==> src/rtl/column_drop_tracker.sv <==
// Connect-four board occupancy owner. Each column is a 6-bit thermometer
// filled from bit 0. A drop request is checked against the board, and the
// accepted piece falls one row per step_tick from the top row to its landing
// row. The column is updated on the tick that lands the piece, and a one-cycle
// done pulse reports the result.
module column_drop_tracker #(
    parameter int COLS = 7,
    parameter int ROWS = 6
) (
    input  logic                 clk,
    input  logic                 resetn,
    input  logic                 clear,
    input  logic                 drop_valid,
    output logic                 drop_ready,
    input  logic [2:0]           drop_col,
    input  logic                 step_tick,
    output logic [COLS*ROWS-1:0] col_state,
    output logic                 anim_active,
    output logic [2:0]           anim_col,
    output logic [2:0]           anim_row,
    output logic                 done_valid,
    output logic [2:0]           done_row,
    output logic [ROWS-1:0]      done_onoff,
    output logic                 reject,
    output logic                 board_full
);

    typedef enum logic [1:0] {
        IDLE   = 2'd0,
        FALL   = 2'd1,
        COMMIT = 2'd2
    } state_e;

    state_e          state_q, state_d;
    logic [ROWS-1:0] cols_q [COLS];
    logic [ROWS-1:0] cols_d [COLS];
    logic [2:0]      col_q, col_d;      // column of the piece in flight
    logic [2:0]      t_q, t_d;          // landing row code
    logic [2:0]      row_q, row_d;      // current animation row code
    logic            reject_q, reject_d;
    logic            live_q;            // low until the first edge after reset release

    logic            col_in_range;
    logic [ROWS-1:0] sel_thermo;
    logic            accept;

    // Stored thermometers are contiguous from bit 0, so the count of ones is the fill height.
    function automatic logic [2:0] popcount(input logic [ROWS-1:0] v);
        logic [2:0] n;
        n = '0;
        for (int i = 0; i < ROWS; i++) begin
            n = n + 3'(v[i]);
        end
        return n;
    endfunction

    // Thermometer of the requested column; out-of-range columns read as empty.
    always_comb begin
        col_in_range = int'(drop_col) < COLS;
        sel_thermo   = '0;
        if (col_in_range) begin
            sel_thermo = cols_q[drop_col];
        end
    end

    assign drop_ready = live_q & (state_q == IDLE) & ~clear;
    assign accept     = drop_valid & drop_ready;

    // Next-state and next-board logic; clear outranks everything else.
    always_comb begin
        // NOTE: every target gets a default first so no path leaves it unassigned (no latches).
        state_d  = state_q;
        cols_d   = cols_q;
        col_d    = col_q;
        t_d      = t_q;
        row_d    = row_q;
        reject_d = 1'b0;

        if (clear) begin
            state_d = IDLE;
            for (int c = 0; c < COLS; c++) begin
                cols_d[c] = '0;
            end
            col_d = '0;
            t_d   = '0;
            row_d = '0;
        end else begin
            unique case (state_q)
                IDLE: begin
                    if (accept) begin
                        if (!col_in_range || sel_thermo[ROWS-1]) begin
                            reject_d = 1'b1;
                        end else begin
                            col_d   = drop_col;
                            t_d     = popcount(sel_thermo);
                            row_d   = 3'(ROWS - 1);
                            state_d = FALL;
                        end
                    end
                end
                FALL: begin
                    if (step_tick) begin
                        if (row_q == t_q) begin
                            state_d        = COMMIT;
                            cols_d[col_q]  = {cols_q[col_q][ROWS-2:0], 1'b1};
                        end else begin
                            row_d = row_q - 3'd1;
                        end
                    end
                end
                COMMIT: begin
                    state_d = IDLE;
                end
                default: begin
                    state_d = IDLE;
                end
            endcase
        end
    end

    // State, board and flight registers.
    always_ff @(posedge clk or negedge resetn) begin
        if (!resetn) begin
            state_q  <= IDLE;
            // NOTE: the board storage is reset because an empty board is the defined power-up state.
            for (int c = 0; c < COLS; c++) begin
                cols_q[c] <= '0;
            end
            col_q    <= '0;
            t_q      <= '0;
            row_q    <= '0;
            reject_q <= 1'b0;
        end else begin
            // NOTE: sequential state uses non-blocking assignments so all registers update together.
            state_q  <= state_d;
            cols_q   <= cols_d;
            col_q    <= col_d;
            t_q      <= t_d;
            row_q    <= row_d;
            reject_q <= reject_d;
        end
    end

    // Holds drop_ready low while in reset and until the first edge after release.
    always_ff @(posedge clk or negedge resetn) begin
        if (!resetn) begin
            live_q <= 1'b0;
        end else begin
            live_q <= 1'b1;
        end
    end

    // Output decode; flight and done fields read zero outside their phases.
    always_comb begin
        col_state   = '0;
        board_full  = 1'b1;
        for (int c = 0; c < COLS; c++) begin
            col_state[c*ROWS +: ROWS] = cols_q[c];
            board_full                = board_full & cols_q[c][ROWS-1];
        end
        anim_active = (state_q == FALL);
        anim_col    = anim_active ? col_q : 3'd0;
        anim_row    = anim_active ? row_q : 3'd0;
        done_valid  = (state_q == COMMIT);
        done_row    = done_valid ? t_q : 3'd0;
        done_onoff  = done_valid ? cols_q[col_q] : '0;
        reject      = reject_q;
    end

endmodule
==> config.mk <==
export PLATFORM = sky130hd
export DESIGN_NAME = column_drop_tracker
export DESIGN_NICKNAME = d
export VERILOG_FILES = /design/src/rtl/column_drop_tracker.sv
export SDC_FILE = /design/constraint.sdc
export NUM_CORES = 1
export LEC_CHECK = 0
export ABC_AREA = 1
export CAP_MARGIN = 20
export CORE_MARGIN = 1.5
export CORE_UTILIZATION = 42
export CTS_CLUSTER_DIAMETER = 50
export DETAILED_ROUTE_END_ITERATION = 12
export DONT_BUFFER_PORTS = 1
export HOLD_SLACK_MARGIN = 0.06
export SLEW_MARGIN = 20
export SYNTH_ARGS = -nofsm -noshare
export SYNTH_HDL_FRONTEND = slang
export SYNTH_SLANG_ARGS = --single-unit
==> constraint.sdc <==
create_clock -name clk -period 4.75 [get_ports clk]
set_input_delay 0.475 -clock clk [delete_from_list [all_inputs] [get_ports clk]]
set_output_delay 0.475 -clock clk [all_outputs]
set_load 0.03 [all_outputs]
# == Word-level counts from Yosys, hierarchy flattened ==
# Cells that the tools add are included.
# Widths: inputs -> output; s select.
# totals
word_cells,100
output_inout_bits,62
regBits,55
in_bits,8
# classes
n_eq_ne,9
n_mux,42
n_addsub,6
order_cmp,4
n_reduce_logical,14
bitwise,12
# op_table
operator,count
$mux 42,4
$mux 3,16
$bwmux 42,1
$mux 6,7
$bmux 6 s3,2
$demux 6 s3,1
$ne 3x3->1 const B,4
$mux 2,5
$reduce_bool 2->1,5
$add 3x1->3,3
$and 1x1->1,9
$ge 4x4->1 const B,2
$not 3->4,2
$pmux 3 s2,1
$reduce_and 3->1,2
$reduce_and 5->1,1
$lt 4x1->1 const B,1
$mux 1,4
$pmux 2 s2,1
$reduce_and 4->1,1
$add 2x1->3,1
$eq 3x3->1,1
$lt 3x3->1 const B,1
$ne 3x2->1 const B,1
11 further kinds,11

# == Longest topological paths before layout ==
# logic_depth
depth_word,14
depth_mapped,16
mapped_depth_nobuf,14

# == Least setup slack after synthesis ==
# Ideal clock, no wire load.
# synth_timing
kind,in2reg
startpoint,input port drop_col[0]
endpoint,register t_q[1]
arrival_ns,3.110
required_ns,4.668
path_stages,14
slack_ns,1.558
path_cell_list,inv_2 > buf_2 > buf_2 > o21ai_1 > o221ai_1 > a21o_1 > fa_1 > inv_1 > fa_1 > inv_1 > ha_1 > inv_1 > fa_1 > o22ai_1
# synth_between
elab_chain_len,14
elab_cells_between_ends,19
# synth_lines
element,line_no,rtl
start: declaration,15,"input logic [2:0] drop_col,"
$not 3->4 (not written as such),62,sel_thermo = cols_q[drop_col];
$bmux 6 s3,62,
$mux 6 (not written as such) (2 in series),62,
$mux 6,61,if (col_in_range) begin
$add 1x1->2,52,n = n + 3'(v[i]);
$add 2x1->3,52,
$add 3x1->3 (3 in series),52,
$mux 3,91,if (!col_in_range || sel_thermo[ROWS-1]) begin
$mux 3,90,if (accept) begin
$mux 3,88,unique case (state_q)
$mux 3,79,if (clear) begin
end signal: assignment,138,t_q <= t_d;
end: declaration,38,"logic [2:0] t_q, t_d;"
# Parallel ways exist; a longest one is shown, timed or not. The select of a mux whose other input is x is not followed.
# A chain may end at the register's enable or synchronous reset.

# == Worst setup path in the final report ==
# layout_timing
startpoint,register cols_q (netlist bit col_state[1])
endpoint,register t_q[1]
# layout_between
elab_chain_len,13
# layout_lines
element,line_no,rtl
start: declaration,35,logic [ROWS-1:0] cols_q [COLS];
start signal: assignment,136,cols_q <= cols_d;
$bmux 6 s3,62,
$mux 6 (not written as such) (2 in series),62,
$mux 6,61,
$add 1x1->2,52,
$add 2x1->3,52,
$add 3x1->3 (3 in series),52,
$mux 3,91,
$mux 3,90,
$mux 3,88,
$mux 3,79,
# Every way passes these cells. The select of a mux whose other input is x is not followed.

==> impl_metrics.toml <==
[cts]
cts_htree_levels = 2
cts.sinks = 55
cts_made_buffers = 5
clock_latency_ns = 0.31
cts-hold-fix-buffers = 2
post_cts_buffers = 0
tritoncts = "built"
clkSlewWorstSetupHoldPaths_ns = 0.10
cts-root-buf = "clkbuf_8"
cts.repair.resized = 0
clock_tree.buffer_depth = 2

[floorplanning]
io_pins = 70
effective_utilization_at_floorplan = 0.432
standard_cell_rows = 32
floorplan.die_area_um2 = 8500
placeableCoreArea_um2 = 7730
die_h_um = 92.2
floorplan.die.width_um = 92.2

[placed_design]
post-place-cells = 555
hpwlAfterDp_um = 7740
quantity_of_i_o_buffers_inserted_on_ports = 0
gp_congestion = 0.949
dp_slack_ns = 1.43

[yosys]
post_synth.cell_area_avg_um2 = 7.17
post_synth_inst_count = 466
number_of_enable_type_register_cells_in_the_synthesized_netlist = 0
post-synth-top-area-cell = "dfrtp_1"
asyncSetResetFlopFracSynth = 1.00
ys_warn_count = 0
synthMostInstantiatedCell = "nand2_1"
synthesis.nets = 479
synth-seq-area-share = 0.412
synth-seq-cells = 55
ys_top_cells_by_count = "nand2_1, inv_1, nand3_1"
mappedNetlistArea_um2 = 3340
post-synth-top-area-fraction = 0.412
synth_ff_type = "dfrtp_1"
synth.top_cells.by_area = "dfrtp_1, nand2_1, nand3_1, inv_1, nor2_1"
yosysUniqueCellTypes = 36

[route]
route.antenna.remaining_nets = 0
drcViolationCount = 0
vias = 3155
detail_route.vias_per_cell = 5.58
routedWlPerCell_um = 17.7
final_routed_wirelength_um = 10000
drtIter0Drc = 278
dr.pass1.iters = 5

[timing]
fin_worst_skew_ns = 0.0135
worst_max_slew_pin_slew_ns = 0.787
slew_headroom = 0.473
final-setup-viol-count = 0
finalHoldViolations = 0
timing.fmax_mhz = 311
layout_worst_path_cycle_share = 0.677
final-max-slew-violation-count = 0
setup_tns_ns = 0
finalCriticalPeriod_ns = 3.22
grt_setup_unrepaired = "false"
fin_ws_ns = 1.53
finalHoldWorstSlack_ns = 0.207

[global_route]
grt_pass1_vias = 3001
grt_util_all_layers = 0.252
global_route.overflow_total = 0
grt_max_degree = 66
antenna_found_initial = 0
grt_first_pass_wirelength_um = 16500

[min_path]
holdCritPathClass = "in -> reg"

[power]
pwr_density_cell_nw_per_um2 = 264
power_leakage_nw = 1.69
vdd.ir_drop.worst_mv = 0.137

[worst_setup_path]
worstPathRequired_ns = 4.98
cp_max_fo = 3
end_kind = "register"
startpoint_type = "register"
timing_worst_setup_path_type = "reg -> reg"
timing.reg2reg.setup_slack_ns = 1.53
cp.arrival_ns = 3.45

[cells_and_area]
n_fill_cell = 787
instances_no_fill = 565
post_route_cells_drive_above_1_share = 0.0691
layout.nets = 475
area_growth_syn_to_layout_pct = 6.85
n_antenna_cell = 0

[status]
status = "completed"

[flow_run]
cap_violations = 0
[flip-flops by register name (all words and copies together), names as in the netlist]
signal,count
row_q,3
live_q,1
reject,1
col_state,42
t_q,3
col_q,3
state_q,2
[area by class of cell]
cell class	instances	area (µm²)	area share
tap	102	128	0.0358
sequential	55	1380	0.386
timing repair buffer	4	52.6	0.0147
clock inverter	2	35.0	0.00981
clock buffer	6	82.6	0.0231
multi-input combinational	319	1610	0.450
inverter	77	289	0.0810
[layer usage]
| layer | up-vias | global-route usage | wire length, µm |
|---|---|---|---|
| met4 | 0 | 0.0923 | 301 |
| met1 | 1481 | 0.351 | 4500 |
| met3 | 24 | 0.0730 | 824 |
| li1 | 1516 | - | - |
| met5 | - | 0 | 0 |
| met2 | 134 | 0.368 | 4390 |
[metrics by stage]
stage | total power, mW | area (µm²) | util
after CTS | 0.951 | 3570 | 0.462
after floorplan | 0.591 | 3340 | -
after detailed placement | 0.613 | 3410 | 0.442
after global routing | 0.991 | 3570 | 0.462
final | 0.942 | 3570 | 0.462
after global placement | 0.610 | 3410 | 0.442
[cell usage in the layout, fill, tap and decap left out, types with 11 or more instances in the layout]
master / Yosys / final
o22ai_1: 11 / 11
a21oi_1: 29 / 29
o21ai_0: 17 / 17
inv_1: 70 / 70
nand2_1: 89 / 89
nor3_1: 18 / 18
dfrtp_1: 55 / 55
nand3_1: 66 / 66
nor2_1: 48 / 48
[power breakdown]
group          total, mW  internal (mW)  switching (mW)
logic              0.130         0.0339          0.0962
clock network      0.326          0.171           0.155
registers          0.486          0.476         0.00967
[final timing paths]
check                              from             to  depth (start not counted)
setup / recovery           col_state[1]         t_q[1]                         13
hold / removal                    clear  col_state[24]                          1
setup reg to reg           col_state[1]         t_q[1]                         13
hold reg to reg                row_q[0]       row_q[0]                          2
max in group asynchronous        resetn       row_q[0]                          2
min in group asynchronous        resetn  col_state[32]                          2
[critical path, stage by stage, from the launching register on]
cell and delay (ns):
dfrtp_1 0.51, inv_1 0.18, a21oi_1 0.08, o21ai_1 0.10, o221ai_1 0.13, a21o_1 0.19, fa_1 0.50, inv_1 0.06
fa_1 0.53, inv_1 0.04, ha_1 0.18, inv_1 0.06, fa_1 0.40, o22ai_1 0.16
[cells by family (layout without fill, tap and decap cells)]
| logic type | after synthesis | after routing | synth area share |
|---|---|---|---|
| and+or+nand+nor | 240 | 240 | 0.329 |
| buffers and inverters | 92 | 89 | 0.107 |
| AOI/OAI and AO/OA | 70 | 70 | 0.118 |
| DFF | 55 | 55 | 0.412 |
| adders and majority gates | 5 | 5 | 0.0255 |
| xor gates and xnor gates | 3 | 3 | 0.00787 |
| other | 1 | 1 | 0.00112 |
(Power assumes the default switching activity.)
